===== config.mk =====
export PLATFORM = sky130hd
export DESIGN_NAME = bram_fifo_ctrl
export DESIGN_NICKNAME = d
export VERILOG_FILES = /design/src/rtl/bram_fifo_ctrl.sv
export SDC_FILE = /design/constraint.sdc
export NUM_CORES = 1
export LEC_CHECK = 0
export ABC_CLOCK_PERIOD_IN_PS = 3000
export BUFFER_PORTS_ARGS = -buffer_cell sky130_fd_sc_hd__buf_4
export CAP_MARGIN = 10
export CORE_AREA = 4 4 64 96
export DETAILED_ROUTE_END_ITERATION = 7
export DIE_AREA = 0 0 68 100
export HOLD_SLACK_MARGIN = 0.02
export PLACE_DENSITY = 0.79
export SETUP_SLACK_MARGIN = 0.02
export SLEW_MARGIN = 20
export SYNTH_ARGS = -nofsm -noshare
export SYNTH_HDL_FRONTEND = slang
export SYNTH_SLANG_ARGS = --single-unit
export TNS_END_PERCENT = 5

===== constraint.sdc =====
create_clock -name i_clk -period 3 [get_ports i_clk]
set_input_delay 0.3 -clock i_clk [delete_from_list [all_inputs] [get_ports i_clk]]
set_output_delay 0.3 -clock i_clk [all_outputs]
set_load 0.05 [all_outputs]

===== src/rtl/bram_fifo_ctrl.sv =====
// Synchronous FIFO controller wrapped around an external simple dual-port BRAM.
// Hides the BRAM's 1-cycle registered read so a primed stream moves one word per cycle.
module bram_fifo_ctrl #(
    parameter int DATAW = 32,
    parameter int ADDRW = 7,
    parameter int DEPTH = 128
) (
    input  logic             i_clk,
    input  logic             i_rest,
    input  logic             i_flush,
    input  logic             i_wvalid,
    input  logic [DATAW-1:0] i_wdata,
    output logic             o_wready,
    output logic             o_rvalid,
    output logic [DATAW-1:0] o_rdata,
    input  logic             i_rready,
    output logic [ADDRW:0]   o_level,
    output logic             o_empty,
    output logic             o_full,
    output logic             o_bram_rest_n,
    output logic             o_bram_ren,
    output logic             o_bram_wen,
    output logic [ADDRW-1:0] o_bram_raddr,
    output logic [ADDRW-1:0] o_bram_waddr,
    output logic [DATAW-1:0] o_bram_din,
    input  logic [DATAW-1:0] i_bram_dout
);

    localparam logic [ADDRW:0] LP_DEPTH = DEPTH[ADDRW:0];

    logic [ADDRW-1:0] r_wptr;
    logic [ADDRW-1:0] r_rptr;
    logic [ADDRW:0]   r_memcnt;
    logic             r_outvalid;

    logic             w_wready;
    logic             w_rvalid;
    logic             w_push;
    logic             w_pop;
    logic             w_issue;
    logic [ADDRW:0]   w_level;

    assign w_wready = ~i_rest & (r_memcnt != LP_DEPTH);
    assign w_rvalid = r_outvalid & ~i_rest;
    assign w_push   = i_wvalid & w_wready & ~i_flush;
    assign w_pop    = w_rvalid & i_rready & ~i_flush;

    // A read is only issued when the output slot is free or being vacated, so the
    // BRAM's held DOUT doubles as the output register while the consumer stalls.
    assign w_issue  = ~i_rest & ~i_flush & (r_memcnt != '0) & (~r_outvalid | w_pop);

    assign w_level  = i_rest ? '0 : (r_memcnt + {{ADDRW{1'b0}}, r_outvalid});

    always_ff @(posedge i_clk) begin
        if (i_rest || i_flush) begin
            r_wptr     <= '0;
            r_rptr     <= '0;
            r_memcnt   <= '0;
            r_outvalid <= 1'b0;
        end else begin
            if (w_push) begin
                r_wptr <= r_wptr + 1'b1;
            end
            if (w_issue) begin
                r_rptr <= r_rptr + 1'b1;
            end
            r_memcnt <= r_memcnt + {{ADDRW{1'b0}}, w_push} - {{ADDRW{1'b0}}, w_issue};
            if (w_issue) begin
                r_outvalid <= 1'b1;
            end else if (w_pop) begin
                r_outvalid <= 1'b0;
            end
        end
    end

    assign o_wready      = w_wready;
    assign o_rvalid      = w_rvalid;
    assign o_rdata       = i_bram_dout;
    assign o_level       = w_level;
    assign o_empty       = (w_level == '0);
    assign o_full        = ~i_rest & (r_memcnt == LP_DEPTH);
    assign o_bram_rest_n = ~i_rest;
    assign o_bram_ren    = w_issue;
    assign o_bram_wen    = w_push;
    assign o_bram_raddr  = r_rptr;
    assign o_bram_waddr  = r_wptr;
    assign o_bram_din    = i_wdata;

endmodule


==> impl_metrics.ini, run 1 <==
[outcome]
result_of_the_run = complete, no violations

[floorplan]
floorplan.die.width_microns = 68
die_y_microns = 100
placement_rows = 33
initial_utilization_pct = 38.6
die_area_sq_um = 6800
io_pins = 162
placeableCoreArea_sq_um = 5370

[cells_and_area]
final.fill_count = 554
area.sequential_sq_um = 460
fin_util_pct = 37.0
layout.nets = 316
post_route_cells_drive_above_1_share_pct = 21.0
antenna-diode-count = 0
area_delta_synth_final_pct = -4.17
multiInputGateArea_sq_um = 1060

[synth]
netlist.area_leader.share_pct = 23.2
synth_seq_area_share_pct = 22.2
number_of_synthesized_register_bits = 23
syn_nets = 343
yosys.area.top_type = buf_4
synth_edf_count = 0
synth_cell_types = 40
synthArstFlopShare_pct = 0
netlist_top_cells_area = buf_4, dfxtp_1, ha_1
mappedNetlistArea_sq_um = 2070
ys.warnings.count = 0
syn_area_per_cell_sq_um = 8.22
syn_inst = 252
ys.flop_type = dfxtp_1

[route]
drt_pre_antenna_iters = 4
vias = 1517
detail_route.iter0.violations = 78
detail_route.vias_per_cell = 5.16
wl_per_instance_microns = 14.7
route.final.wire_length_microns = 4320
post-route-drc-count = 0
ant_nets = 0

[cts]
cts_hold_repair.buffers = 0
cts_tree = yes
clk-insertion-delay-late_ps = 270
cts-root-buf = clkbuf_8
path_clk_slew_ps = 90
cts.path.max_buffers = 2
cts-resized-gates = 0
cts.repair_timing.setup_buffer_count = 0
numCtsBuffers = 3
cts.htree.levels = 1
clkSinkCount = 23

[global_routing]
wire_length_of_the_first_global_routing_pass_microns = 6760
gr-usage-all-layers_pct = 13.0
grt_antenna_before_repair = 0
vias_in_the_first_global_route = 1436
pin_count_of_the_biggest_net_entering_global_routing = 25
grt-ovfl-total = 0

[critical_path]
critPathMaxFanout = 5
worst_r2r_src = r_memcnt[2]$_SDFF_PP0_
timing.critical_path.required_ps = 3160
arrival_time_reported_for_the_critical_path_endpoint_ps = 2910
critPathCaptureType = flip-flop
rr_worst_depth = 13
reg2reg_setup_slack_ps = 250
r2r_end = r_memcnt[6]$_SDFF_PP0_
timing.critical_path.from_type = flip-flop
critPathKind = flip-flop to flip-flop

[timing]
max_slew_margin_pct = 62.2
rsz0062_at_grt = no
layout_worst_path_cycle_share_pct = 91.8
finalMaxSlewViolations = 0
worst_clock_skew_ps = 4.65
finalHoldViolCount = 0
maxClockFrequency_ghz = 0.363
worst-slew-pin-transition_ps = 566
timing.setup.tns_ps = 0
period_needed_ps = 2750
setup_viol = 0

[min_path]
min_delay_worst_endpoint = r_memcnt[7]$_SDFF_PP0_
min_delay_path_depth = 3
timing.hold.worst.class = input port to flip-flop
hold_path_startpoint = i_flush

[power]
cell_internal_pwr_mw = 0.796
p_leak_nw = 0.839
power_frac_seq_pct = 25.5
vdd_ir_drop_max_v = 0.000246
power.share.clock_pct = 13.0
swShare_pct = 47.7
power_frac_comb_pct = 61.5
power_density_nw_per_um2 = 766
power.switching_mw = 0.725

[placed_design]
post-dp-hpwl_microns = 3500
port_buffers = 33
gpl.final_weighted_congestion = 0.860

[job]
timing.max_cap.violations = 0
-- power by group through the flow --
stage	Sequential, mW	Combinational, mW	Clock, mW
after floorplan	0.414	0.942	0
after global placement	0.392	0.923	0
after detailed placement	0.395	0.941	0
after CTS	0.387	0.943	0.201
after global routing	0.394	1.03	0.211
final	0.387	0.936	0.198
-- synth_stat cells, types with 5 or more instances --
| library cell | n |
|---|---|
| a21oi_1 | 11 |
| buf_4 | 64 |
| dfxtp_1 | 23 |
| ha_1 | 21 |
| inv_1 | 15 |
| nand2_1 | 10 |
| nand3_1 | 7 |
| nand4_1 | 5 |
| nor2_1 | 25 |
| nor3_1 | 5 |
| xnor2_1 | 17 |
-- flip-flops by register name (all words and copies together), names as in the netlist --
signal	count
r_outvalid	1
o_bram_raddr	7
o_bram_waddr	7
r_memcnt	8
-- worst max-delay path, stage by stage (launching register included) --
cell,delay [ps]
dfxtp_1,430
inv_1,100
ha_1,200
and4bb_4,190
and2_4,170
nor3_4,170
ha_1,150
inv_1,40
ha_1,200
fa_1,410
a21oi_1,180
o21ai_0,160
mux2i_1,170
nand2_1,60
-- how the worst max path moves through the flow --
stage	slack, ps	from	depth (start not counted)	endpoint
after CTS	240	r_memcnt[2]$_SDFF_PP0_	13	r_memcnt[6]$_SDFF_PP0_
after global routing	20	r_memcnt[2]$_SDFF_PP0_	13	r_memcnt[6]$_SDFF_PP0_
final	250	r_memcnt[2]$_SDFF_PP0_	13	r_memcnt[6]$_SDFF_PP0_
after global placement	340	r_memcnt[2]$_SDFF_PP0_	13	r_memcnt[6]$_SDFF_PP0_
after floorplan	-90	r_outvalid$_SDFFE_PP0P_	6	o_empty
after detailed placement	260	r_memcnt[2]$_SDFF_PP0_	13	r_memcnt[6]$_SDFF_PP0_
-- area by class of cell --
| type | instances | share of cell area [%] |
|---|---|---|
| well taps | 70 | 4.41 |
| clock buffers | 3 | 2.08 |
| repair buffers | 37 | 14.0 |
| inverters | 15 | 2.84 |
| clock inverters | 1 | 0.252 |
| multi-input cells | 145 | 53.2 |
| flip-flops and latches | 23 | 23.2 |
-- routing by layer --
layer	GRT usage (%)	vias up	part of all wire, %
li1	-	725	-
met1	12.2	696	33
met2	22.3	43	50
met3	1.01	53	6.7
met4	14.2	0	9.4
met5	0	-	0
-- through the flow --
stage | std cells | worst slack, ps | cell area (sq um) | power [mW] | hold WS (ps)
2_1_floorplan | 252 | -88.9 | 2080 | 1.36 | 483
3_3_place_gp | 290 | 337 | 1940 | 1.31 | 489
3_5_place_dp | 290 | 258 | 1940 | 1.34 | 506
4_1_cts | 294 | 239 | 1990 | 1.53 | 312
5_1_grt | 294 | 22.6 | 1990 | 1.64 | 331
6_report | 294 | 246 | 1990 | 1.52 | 320
-- kinds of logic (layout without fill, tap and decap cells) --
| family | Yosys count | count (layout) | synth area share [%] |
|---|---|---|---|
| XOR/XNOR | 18 | 18 | 7.61 |
| multiplexers | 4 | 4 | 1.93 |
| flip-flops | 23 | 23 | 22.2 |
| buffers and inverters | 84 | 56 | 27.3 |
| AND/OR/NAND/NOR | 73 | 73 | 17.9 |
| adder cells (fa/ha/maj) | 22 | 22 | 13.6 |
| AO/OA/AOI/OAI | 28 | 28 | 9.36 |
-- placed cells by master (no fill, tap or decap), types with 2 or more instances in the layout --
cell type	n
a211oi_1	4
a21oi_1	11
a311oi_1	2
and2_1	3
buf_4	37
clkbuf_8	3
dfxtp_1	23
ha_1	21
inv_1	15
mux2i_1	4
nand2_1	10
nand2b_1	2
nand3_1	7
nand4_1	5
nor2_1	25
nor2b_1	4
nor3_1	4
nor4_1	4
o21ai_0	2
or4_1	2
xnor2_1	17
(Power assumes the default switching activity.)
==> run 2, diff against run 1 <==
--- a/config.mk
+++ b/config.mk
@@ -8,9 +8,11 @@
 export ABC_CLOCK_PERIOD_IN_PS = 3000
 export BUFFER_PORTS_ARGS = -buffer_cell sky130_fd_sc_hd__buf_4
 export CAP_MARGIN = 10
-export CORE_AREA = 4 4 64 96
+export CELL_PAD_IN_SITES_DETAIL_PLACEMENT = 1
+export CELL_PAD_IN_SITES_GLOBAL_PLACEMENT = 2
+export CORE_AREA = 4 4 89 132
 export DETAILED_ROUTE_END_ITERATION = 7
-export DIE_AREA = 0 0 68 100
+export DIE_AREA = 0 0 93 136
 export HOLD_SLACK_MARGIN = 0.02
 export PLACE_DENSITY = 0.79
 export SETUP_SLACK_MARGIN = 0.02
==> run 2 against run 1 <==
Effect of this change: design area grew 6.9%; die area grew 86%; highest routed layer unchanged; routed wire length grew 21%; final cell count grew 26%; worst setup slack lost 4.4 ps; first-iteration DRC count shrank 38%; worst hold slack gained 17 ps; via count grew 0.59%; critical endpoint unchanged; power grew 9.4%; critical path depth is the same; clock power grew 52%; count of clock-buffer cells in the layout grew 1.
==> impl_metrics.ini, run 2 (synthesized netlist as in run 1, its figures left out) <==
[floorplan]
placeableCoreArea_sq_um = 10600
floorplan.die.width_microns = 93
io_pins = 162
die_area_sq_um = 12600
die_y_microns = 136
placement_rows = 46
initial_utilization_pct = 19.6

[timing]
rsz0062_at_grt = no
period_needed_ps = 2760
max_slew_margin_pct = 70.7
worst_clock_skew_ps = 4.49
finalMaxSlewViolations = 0
layout_worst_path_cycle_share_pct = 91.9
setup_viol = 0
maxClockFrequency_ghz = 0.363
finalHoldViolCount = 0
timing.setup.tns_ps = 0
worst-slew-pin-transition_ps = 438

[route]
post-route-drc-count = 0
detail_route.iter0.violations = 48
route.final.wire_length_microns = 5200
ant_nets = 0
detail_route.vias_per_cell = 4.14
drt_pre_antenna_iters = 4
wl_per_instance_microns = 14.1
vias = 1526

[critical_path]
worst_setup_path_endpoint = r_memcnt[6]$_SDFF_PP0_
cp_slowest_cell = dfxtp_1
timing.critical_path.required_ps = 3150
rr_worst_depth = 13
critPathMaxFanout = 4
critPathKind = flip-flop to flip-flop
r2r_end = r_memcnt[6]$_SDFF_PP0_
worst_r2r_src = r_memcnt[4]$_SDFF_PP0_
worstPathBufferInverterCount = 2
critical_path.cell_chain = inv_1, ha_1, and4bb_4, and2_4, nor3_4, ha_1, inv_1, ha_1, fa_1, a21oi_2, o21ai_0, mux2i_1, nand2_1
reg2reg_setup_slack_ps = 240
critPathCaptureType = flip-flop
critPathMostFrequentCell = ha_1
timing.critical_path.max_delay_family = adder cells
cp-startpoint = r_memcnt[4]$_SDFF_PP0_
arrival_time_reported_for_the_critical_path_endpoint_ps = 2910
cpPeakStageDelay_ps = 380
timing.critical_path.from_type = flip-flop
worst_path_depth = 13

[min_path]
timing.hold.worst.class = input port to flip-flop

[cts]
numCtsBuffers = 3
path_clk_slew_ps = 60
cts_tree = yes
cts.repair_timing.setup_buffer_count = 0
cts.htree.levels = 1
clkSinkCount = 23
cts-root-buf = clkbuf_16
cts.path.max_buffers = 2
clk-insertion-delay-late_ps = 260

[global_routing]
grt_antenna_before_repair = 0
grtUsageMet3_pct = 0.886
grt_most_used_layer = met2
wire_length_of_the_first_global_routing_pass_microns = 8550
globalRouteMet2Util_pct = 17.1
grt-ovfl-total = 0
gr-usage-all-layers_pct = 8.49
globalRouteMet1Util_pct = 6.72
pin_count_of_the_biggest_net_entering_global_routing = 25
vias_in_the_first_global_route = 1787

[cells_and_area]
area.sequential_sq_um = 462
fin_util_pct = 20.0
post_route_cells_drive_above_1_share_pct = 21.8
largest_register_ff_count = 8
multiInputGateArea_sq_um = 1060
area_delta_synth_final_pct = 2.48
final.fill_count = 1276
layout.cells.most_common = buf_4
mostFrequentLayoutCells = buf_4, nor2_1, dfxtp_1, ha_1, xnor2_1
layout.nets = 317
most_flops_register = r_memcnt
antenna-diode-count = 0

[power]
power.share.clock_pct = 18.1
power_frac_comb_pct = 58.5
power_density_nw_per_um2 = 783
p_leak_nw = 0.858
power_frac_seq_pct = 23.5
power.switching_mw = 0.771
vdd_ir_drop_max_v = 0.000129
cell_internal_pwr_mw = 0.893
swShare_pct = 46.3
post-layout-total-power_mw = 1.66

[placed_design]
post-dp-hpwl_microns = 4300
port_buffers = 33
gpl.final_weighted_congestion = 0.723

[outcome]
result_of_the_run = complete, no violations

[job]
timing.max_cap.violations = 0
## run 2: cell count changes in the layout (fill, tap and decap cells not counted), sizes merged
cell,change
clkinv,-1
buf,+1
clkbuf,+1
## run 2: what timing repair did
item                                    4_1_cts  5_1_grt
endpoints found under the setup margin        0        2
hold buffers                                  0        0
resized for setup                             0        2
## run 2: metal layers
metal	wire [microns]	part of all wire, %	up-vias
met4	409	7.9	0
li1	-	-	726
met1	1660	32	715
met2	2860	55	35
met3	274	5.3	50
met5	0	0	-
## run 2: how the worst min path moves through the flow
stage                            startpoint                            to  slack, ps  cells after the start
3_5_place_dp   o_bram_raddr[6]$_SDFFE_PP0P_  o_bram_raddr[6]$_SDFFE_PP0P_        500                      2
6_report                            i_flush        r_memcnt[7]$_SDFF_PP0_        340                      3
5_1_grt                             i_flush        r_memcnt[7]$_SDFF_PP0_        390                      3
4_1_cts                             i_flush        r_memcnt[7]$_SDFF_PP0_        340                      3
3_3_place_gp   o_bram_raddr[6]$_SDFFE_PP0P_  o_bram_raddr[6]$_SDFFE_PP0P_        480                      2
2_1_floorplan                        i_rest        r_memcnt[7]$_SDFF_PP0_        480                      2
## run 2: final cells by class
class	instances	area share [%]
timing repair buffer	38	13.4
tap	144	8.49
sequential	23	21.7
clock buffer	4	3.71
multi-input combinational	145	50.0
inverter	15	2.65
## run 2: power by group through the flow
stage	clock [mW]	combinational [mW]	sequential, mW
after detailed placement	0	0.982	0.397
final	0.300	0.972	0.391
after CTS	0.308	0.986	0.391
after global routing	0.323	1.07	0.397
after floorplan	0	0.942	0.414
after global placement	0	0.965	0.394
## run 2: worst reg2reg max path: cells and delay by family (launching register included)
family | cells | cell delay (ps)
fa+ha+maj | 4 | 880
flops | 1 | 380
simple gates | 4 | 610
buf+inv | 2 | 170
mux | 1 | 240
compound gates | 2 | 360
## run 2: per-stage QoR
step	std cells	hold WS [ps]	worst slack [ps]	cell area, sq um
after floorplan	252	483	-88.9	2080
after global placement	365	484	283	2040
after detailed placement	365	496	184	2040
after CTS	369	339	171	2120
after global routing	369	389	55.3	2120
final	369	337	242	2120
